==> config.mk <==
export PLATFORM = sky130hd
export DESIGN_NAME = uart_rx_fifo
export DESIGN_NICKNAME = d
export VERILOG_FILES = /design/src/rtl/uart_rx_fifo.sv
export SDC_FILE = /design/constraint.sdc
export NUM_CORES = 1
export LEC_CHECK = 0
export ABC_AREA = 1
export ABC_CLOCK_PERIOD_IN_PS = 3200
export BUFFER_PORTS_ARGS = -buffer_cell sky130_fd_sc_hd__buf_2
export CAP_MARGIN = 30
export CORE_MARGIN = 1
export CORE_UTILIZATION = 45
export DETAILED_ROUTE_END_ITERATION = 10
export GPL_TIMING_DRIVEN = 0
export SLEW_MARGIN = 15
export SYNTH_ARGS = -nofsm -noshare
export SYNTH_HDL_FRONTEND = slang
export SYNTH_SLANG_ARGS = --single-unit
==> constraint.sdc <==
create_clock -name clk -period 3.2 [get_ports clk]
set_input_delay 0.32 -clock clk [delete_from_list [all_inputs] [get_ports clk]]
set_output_delay 0.32 -clock clk [all_outputs]
set_load 0.1 [all_outputs]
==> src/rtl/uart_rx_fifo.sv <==
// rtl/uart_rx_fifo.sv - 8N1 UART receiver with 16x oversampling feeding a show-ahead receive FIFO
//
// Purpose: deserialises an asynchronous 8N1 line (LSB first, idle high) and
// queues good bytes in a small FIFO with sticky frame-error and overrun flags.
//
// Ports:
//   clk          system clock, rising edge
//   rst          asynchronous active-low reset
//   uart_in      serial input line, asynchronous to clk
//   rd_en_i      pop request (ignored while empty)
//   clr_err_i    one-cycle pulse clearing frame_err_o and overrun_o
//   data_o       FIFO head byte (show-ahead)
//   empty_o      FIFO holds no bytes
//   full_o       FIFO holds DEPTH bytes
//   count_o      number of bytes held
//   frame_err_o  sticky: stop bit sampled low
//   overrun_o    sticky: good byte dropped because the FIFO was full
module uart_rx_fifo #(
    parameter int DIV   = 27,
    parameter int DEPTH = 4
) (
    input  logic                     clk,
    input  logic                     rst,
    input  logic                     uart_in,
    input  logic                     rd_en_i,
    input  logic                     clr_err_i,
    output logic [7:0]               data_o,
    output logic                     empty_o,
    output logic                     full_o,
    output logic [$clog2(DEPTH):0]   count_o,
    output logic                     frame_err_o,
    output logic                     overrun_o
);

    localparam int PTR_W   = $clog2(DEPTH);
    localparam int CNT_W   = PTR_W + 1;
    localparam int PRESC_W = (DIV > 1) ? $clog2(DIV) : 1;
    localparam logic [CNT_W-1:0]   FULL_CNT  = CNT_W'(DEPTH);
    localparam logic [PRESC_W-1:0] PRESC_TOP = PRESC_W'(DIV - 1);

    typedef enum logic [1:0] {
        S_IDLE  = 2'd0,
        S_START = 2'd1,
        S_DATA  = 2'd2,
        S_STOP  = 2'd3
    } state_t;

    // synchronizer and line qualification
    logic               r_sync1;
    logic               r_sync2;
    logic [1:0]         r_sync_ok;
    logic               r_armed;
    logic               w_rx;

    // receiver datapath
    state_t             r_state;
    state_t             w_state_nxt;
    logic [PRESC_W-1:0] r_presc;
    logic               w_tick;
    logic [3:0]         r_tick_cnt;
    logic [3:0]         w_tick_cnt_nxt;
    logic [2:0]         r_bit_cnt;
    logic [2:0]         w_bit_cnt_nxt;
    logic [7:0]         r_shift;
    logic [7:0]         w_shift_nxt;
    logic               w_armed_nxt;
    logic               w_start_det;
    logic               w_push;
    logic               w_frame_set;

    // FIFO
    logic [7:0]         r_mem [DEPTH];
    logic [PTR_W-1:0]   r_wr_ptr;
    logic [PTR_W-1:0]   r_rd_ptr;
    logic [CNT_W-1:0]   r_count;
    logic               w_full;
    logic               w_empty;
    logic               w_pop;
    logic               w_wr;
    logic               w_ovr_set;
    logic               r_frame_err;
    logic               r_overrun;

    assign w_rx   = r_sync2;
    assign w_tick = (r_presc == PRESC_TOP);

    // r_sync_ok fills with ones two cycles after reset release; until then the
    // synchronizer still shows its reset value rather than the real line, so
    // it must not be taken as evidence of an idle-high line.
    always_ff @(posedge clk or negedge rst) begin
        if (!rst) begin
            r_sync1   <= 1'b1;
            r_sync2   <= 1'b1;
            r_sync_ok <= 2'b00;
        end else begin
            r_sync1   <= uart_in;
            r_sync2   <= r_sync1;
            r_sync_ok <= {r_sync_ok[0], 1'b1};
        end
    end

    always_ff @(posedge clk or negedge rst) begin
        if (!rst) begin
            r_presc <= '0;
        end else if (w_start_det || w_tick) begin
            r_presc <= '0;
        end else begin
            r_presc <= r_presc + PRESC_W'(1);
        end
    end

    always_ff @(posedge clk or negedge rst) begin
        if (!rst) begin
            r_state    <= S_IDLE;
            r_tick_cnt <= '0;
            r_bit_cnt  <= '0;
            r_shift    <= '0;
            r_armed    <= 1'b0;
        end else begin
            r_state    <= w_state_nxt;
            r_tick_cnt <= w_tick_cnt_nxt;
            r_bit_cnt  <= w_bit_cnt_nxt;
            r_shift    <= w_shift_nxt;
            r_armed    <= w_armed_nxt;
        end
    end

    always_comb begin
        w_state_nxt    = r_state;
        w_tick_cnt_nxt = r_tick_cnt;
        w_bit_cnt_nxt  = r_bit_cnt;
        w_shift_nxt    = r_shift;
        w_armed_nxt    = r_armed;
        w_start_det    = 1'b0;
        w_push         = 1'b0;
        w_frame_set    = 1'b0;
        case (r_state)
            S_IDLE: begin
                // A start edge is only accepted once the real line has been
                // seen high, so a line still low after an error or reset is
                // not mistaken for a new frame.
                if (r_sync_ok[1] && w_rx) begin
                    w_armed_nxt = 1'b1;
                end
                if (r_armed && !w_rx) begin
                    w_start_det    = 1'b1;
                    w_armed_nxt    = 1'b0;
                    w_tick_cnt_nxt = '0;
                    w_state_nxt    = S_START;
                end
            end
            S_START: begin
                if (w_tick) begin
                    w_tick_cnt_nxt = r_tick_cnt + 4'd1;
                    if (r_tick_cnt == 4'd7) begin
                        w_tick_cnt_nxt = '0;
                        w_bit_cnt_nxt  = '0;
                        w_state_nxt    = w_rx ? S_IDLE : S_DATA;
                    end
                end
            end
            S_DATA: begin
                if (w_tick) begin
                    // 4-bit counter wraps 15->0, giving one sample per 16 ticks
                    w_tick_cnt_nxt = r_tick_cnt + 4'd1;
                    if (r_tick_cnt == 4'd15) begin
                        w_shift_nxt   = {w_rx, r_shift[7:1]};
                        w_bit_cnt_nxt = r_bit_cnt + 3'd1;
                        if (r_bit_cnt == 3'd7) begin
                            w_state_nxt = S_STOP;
                        end
                    end
                end
            end
            S_STOP: begin
                if (w_tick) begin
                    w_tick_cnt_nxt = r_tick_cnt + 4'd1;
                    if (r_tick_cnt == 4'd15) begin
                        w_push      = w_rx;
                        w_frame_set = !w_rx;
                        w_state_nxt = S_IDLE;
                    end
                end
            end
            default: begin
                w_state_nxt = S_IDLE;
            end
        endcase
    end

    assign w_full    = (r_count == FULL_CNT);
    assign w_empty   = (r_count == '0);
    assign w_pop     = rd_en_i && !w_empty;
    // a simultaneous pop frees the slot, so a push while full still lands
    assign w_wr      = w_push && (!w_full || w_pop);
    assign w_ovr_set = w_push && w_full && !w_pop;

    always_ff @(posedge clk or negedge rst) begin
        if (!rst) begin
            for (int i = 0; i < DEPTH; i++) begin
                r_mem[i] <= 8'h00;
            end
            r_wr_ptr <= '0;
            r_rd_ptr <= '0;
            r_count  <= '0;
        end else begin
            if (w_wr) begin
                r_mem[r_wr_ptr] <= r_shift;
                r_wr_ptr        <= r_wr_ptr + PTR_W'(1);
            end
            if (w_pop) begin
                r_rd_ptr <= r_rd_ptr + PTR_W'(1);
            end
            case ({w_wr, w_pop})
                2'b10:   r_count <= r_count + CNT_W'(1);
                2'b01:   r_count <= r_count - CNT_W'(1);
                default: r_count <= r_count;
            endcase
        end
    end

    // set has priority over clear when both occur in the same cycle
    always_ff @(posedge clk or negedge rst) begin
        if (!rst) begin
            r_frame_err <= 1'b0;
            r_overrun   <= 1'b0;
        end else begin
            if (w_frame_set) begin
                r_frame_err <= 1'b1;
            end else if (clr_err_i) begin
                r_frame_err <= 1'b0;
            end
            if (w_ovr_set) begin
                r_overrun <= 1'b1;
            end else if (clr_err_i) begin
                r_overrun <= 1'b0;
            end
        end
    end

    assign data_o      = r_mem[r_rd_ptr];
    assign empty_o     = w_empty;
    assign full_o      = w_full;
    assign count_o     = r_count;
    assign frame_err_o = r_frame_err;
    assign overrun_o   = r_overrun;

endmodule

==> summary.txt <==
Status
  • Status: finished, final reports clean

Critical path
  • Reg-to-reg startpoint: r_presc[0]
  • CP Cell Sequence: clkbuf_1, inv_1, clkbuf_1, o21ai_0, o22ai_1, buf_2
  • Crit-path slowest cell: buf_2
  • Max incr delay on CP: ~450 ps
  • Top Family by Delay on Critical Path: buffers and inverters
  • Critical path class: register to output pin
  • Crit path max fanout: 10
  • CP startpoint: r_rd_ptr[0]
  • CP bufs+invs: 4
  • Worst R2R Path Depth: 12
  • Crit. End Element: output pin
  • R2r setup slk: 1220 ps
  • Worst Path Required: around 2900 ps
  • Worst Path Arrival: 2230 ps
  • CP Launch Type: register
  • Crit path depth: 6
  • Most used cell along the critical path: clkbuf_1

Synthesis
  • Synth Warn #: 0
  • Synth Instances: 341
  • Yosys reg bits: 68
  • Synthesized area: around 3200 um2
  • Top post-synthesis cells by area: dfrtp_1 (52%), nand2_1 (8.4%), o21ai_1 (5.1%), inv_1 (4.0%), o21ai_0 (3.8%)
  • Post-synth cell types: 33
  • Area leader, netlist: dfrtp_1
  • Post-synthesis sequential area ratio: 0.540
  • Yosys top cell area share: 0.523
  • Syn nets: 356
  • Post-Syn Area per Cell: 9.25 um2

CTS
  • Clock slew at reported path FFs: around 70 ps
  • Clock buffer depth: 2
  • Total CTS buffers: 9
  • # Post-CTS Setup Buffers: 0
  • Worst skew pair latency: ~350 ps
  • CTS tree: yes
  • CTS root buffer: clkbuf_8
  • Clock tree sinks: 68
  • Max H-tree Level: 3

Placement
  • Post-DP HPWL: 4.30 mm
  • Routability Congestion: 0.833
  • Dpl cells: about 460
  • I/O Buffers: 19
  • Pre-CTS setup slack: 1000 ps
  • DP Area: approximately 3400 um2

Hold path
  • Worst Hold Launch: uart_in
  • Hold crit path type: input port to register
  • Worst hold path stage count: 1

STA
  • Hold Fails Final Rpt: 0
  • Final setup fails: 0
  • Slew Viols, Final: 0
  • Setup ws final: between 600 and 700 ps
  • TNS Setup: 0 ps
  • Clock skew: 10.3 ps
  • Min Hold Slack: approximately 67 ps
  • Crit path time final: 2550 ps
  • RSZ-0062 raised after global routing: no
  • Max Clock Freq: a little under 400 MHz
  • Fin crit share: 0.796

Floorplanning
  • DIE HEIGHT: approximately 86 um
  • Core Box Area: slightly below 7000 um2
  • IO Pins: 20
  • Rows: 30
  • Effective utilization at floorplan: 0.464
  • Die span in x: around 86 um
  • Die Area: 7350 um2

Drt
  • Total Wirelength: 5.98 mm
  • DRT iter0 DRCs: 122
  • DRT Pass-1 Iters: 5
  • Routed Antenna Nets: 0
  • DR vias: ~2300
  • Wire per inst: 12.6 um
  • Routed vias/inst: 4.79
  • DRC violations left: 0

Global routing
  • Largest net degree at the start of global routing: 41
  • Number of global-route vias before repair: 2319
  • Initial antenna violation count: 0
  • Total Routing Usage GR: 0.186
  • First-pass GRT wire length: roughly 11 mm
  • GRT overflow: 0

Layout
  • Antenna diodes: 0
  • Finished Cell Area: about 3600 um2
  • Synth-to-Final Area Change: 14.2%
  • Non-filler cells, final: approximately 470
  • Share of cells above drive strength 1: 0.169
  • Final core occ: 0.530
  • Final nets: 388

Pwr
  • Overall Power: 3.23 mW
  • P_leak: 1.70 nW
  • Worst vdd ir: about 0.39 mV
  • Pwr/cell area: ~900 nW/um2

Flow run
  • Max Cap Viol: 0
power breakdown:
group          internal (mW)  switching [mW]  leakage (nW)
Clock                  0.362           0.344        0.0918
Sequential             0.961          0.0933         0.908
Combinational          0.293            1.18         0.705
kinds of logic (layout without fill, tap and decap cells):
kind of cell / after synthesis / after routing / synth area share
AO/OA/AOI/OAI: 80 / 80 / 0.142
other: 1 / 1 / 0.00119
adder cells (fa/ha/maj): 10 / 10 / 0.0420
buffers and inverters: 45 / 82 / 0.0634
flip-flops: 68 / 68 / 0.540
multiplexers: 1 / 1 / 0.00317
AND/OR/NAND/NOR: 130 / 130 / 0.192
XOR/XNOR: 6 / 6 / 0.0167
timing repair:
item / 4_1_cts / 5_1_grt
hold buffers: 1 / 0
resized for setup: 0 / 0
hold endpoints to repair: 28 / 0
cell usage after synthesis, drive strengths merged:
master,count
nand2,76
dfrtp,66
o21ai,64
nor2,36
inv,35
nand3,13
ha,9
o22ai,9
a21oi,5
buf,5
xor2,5
clkbuf,4
nand4,4
dfstp,2
a22oi,1
clkinv,1
conb,1
fa,1
mux2i,1
nor3b,1
o32ai,1
xnor2,1
path summary, 6_finish.rpt:
path / to
hold / removal: r_sync1
min in group asynchronous: r_rd_ptr[0]
max in group asynchronous: r_sync2
setup reg to reg: count_o[2]
setup / recovery: data_o[6]
hold reg to reg: r_sync_ok[1]
cell usage in the layout, fill, tap and decap left out, types with 4 or more instances in the layout:
cell	instances
a21oi_1	5
buf_2	19
buf_6	4
clkbuf_1	4
clkbuf_8	9
dfrtp_1	66
ha_1	9
inv_1	34
nand2_1	71
nand2_4	4
nand3_1	11
nand4_1	4
nor2_1	31
o21ai_0	24
o21ai_1	32
o21ai_2	8
o22ai_1	9
xor2_1	5
cell type report:
type	count	area (um2)
tap	96	120
multi-input combinational	228	1250
sequential	68	1700
clock inverter	7	75.1
fill	653	3190
timing repair buffer	21	128
clock buffer	9	124
buffer	9	65.1
inverter	36	135
flip-flops by register name, summed over array words and instances (netlist names), named ones only:
register,cells
r_wr_ptr,2
r_tick_cnt,4
r_mem,32
r_presc,5
r_sync1,1
r_sync2,1
overrun_o,1
r_state,1
frame_err_o,1
r_bit_cnt,3
r_rd_ptr,2
r_shift,8
r_sync_ok,2
count_o,3
r_armed,1
metal layers:
layer	up-vias	part of all wire	global-route usage	wire, um
met5	-	0	0	0
met4	0	0.018	0.0636	107
met3	9	0.031	0.0577	185
met2	28	0.47	0.308	2810
met1	1057	0.48	0.233	2870
li1	1176	-	-	-
(Power assumes the default switching activity.)
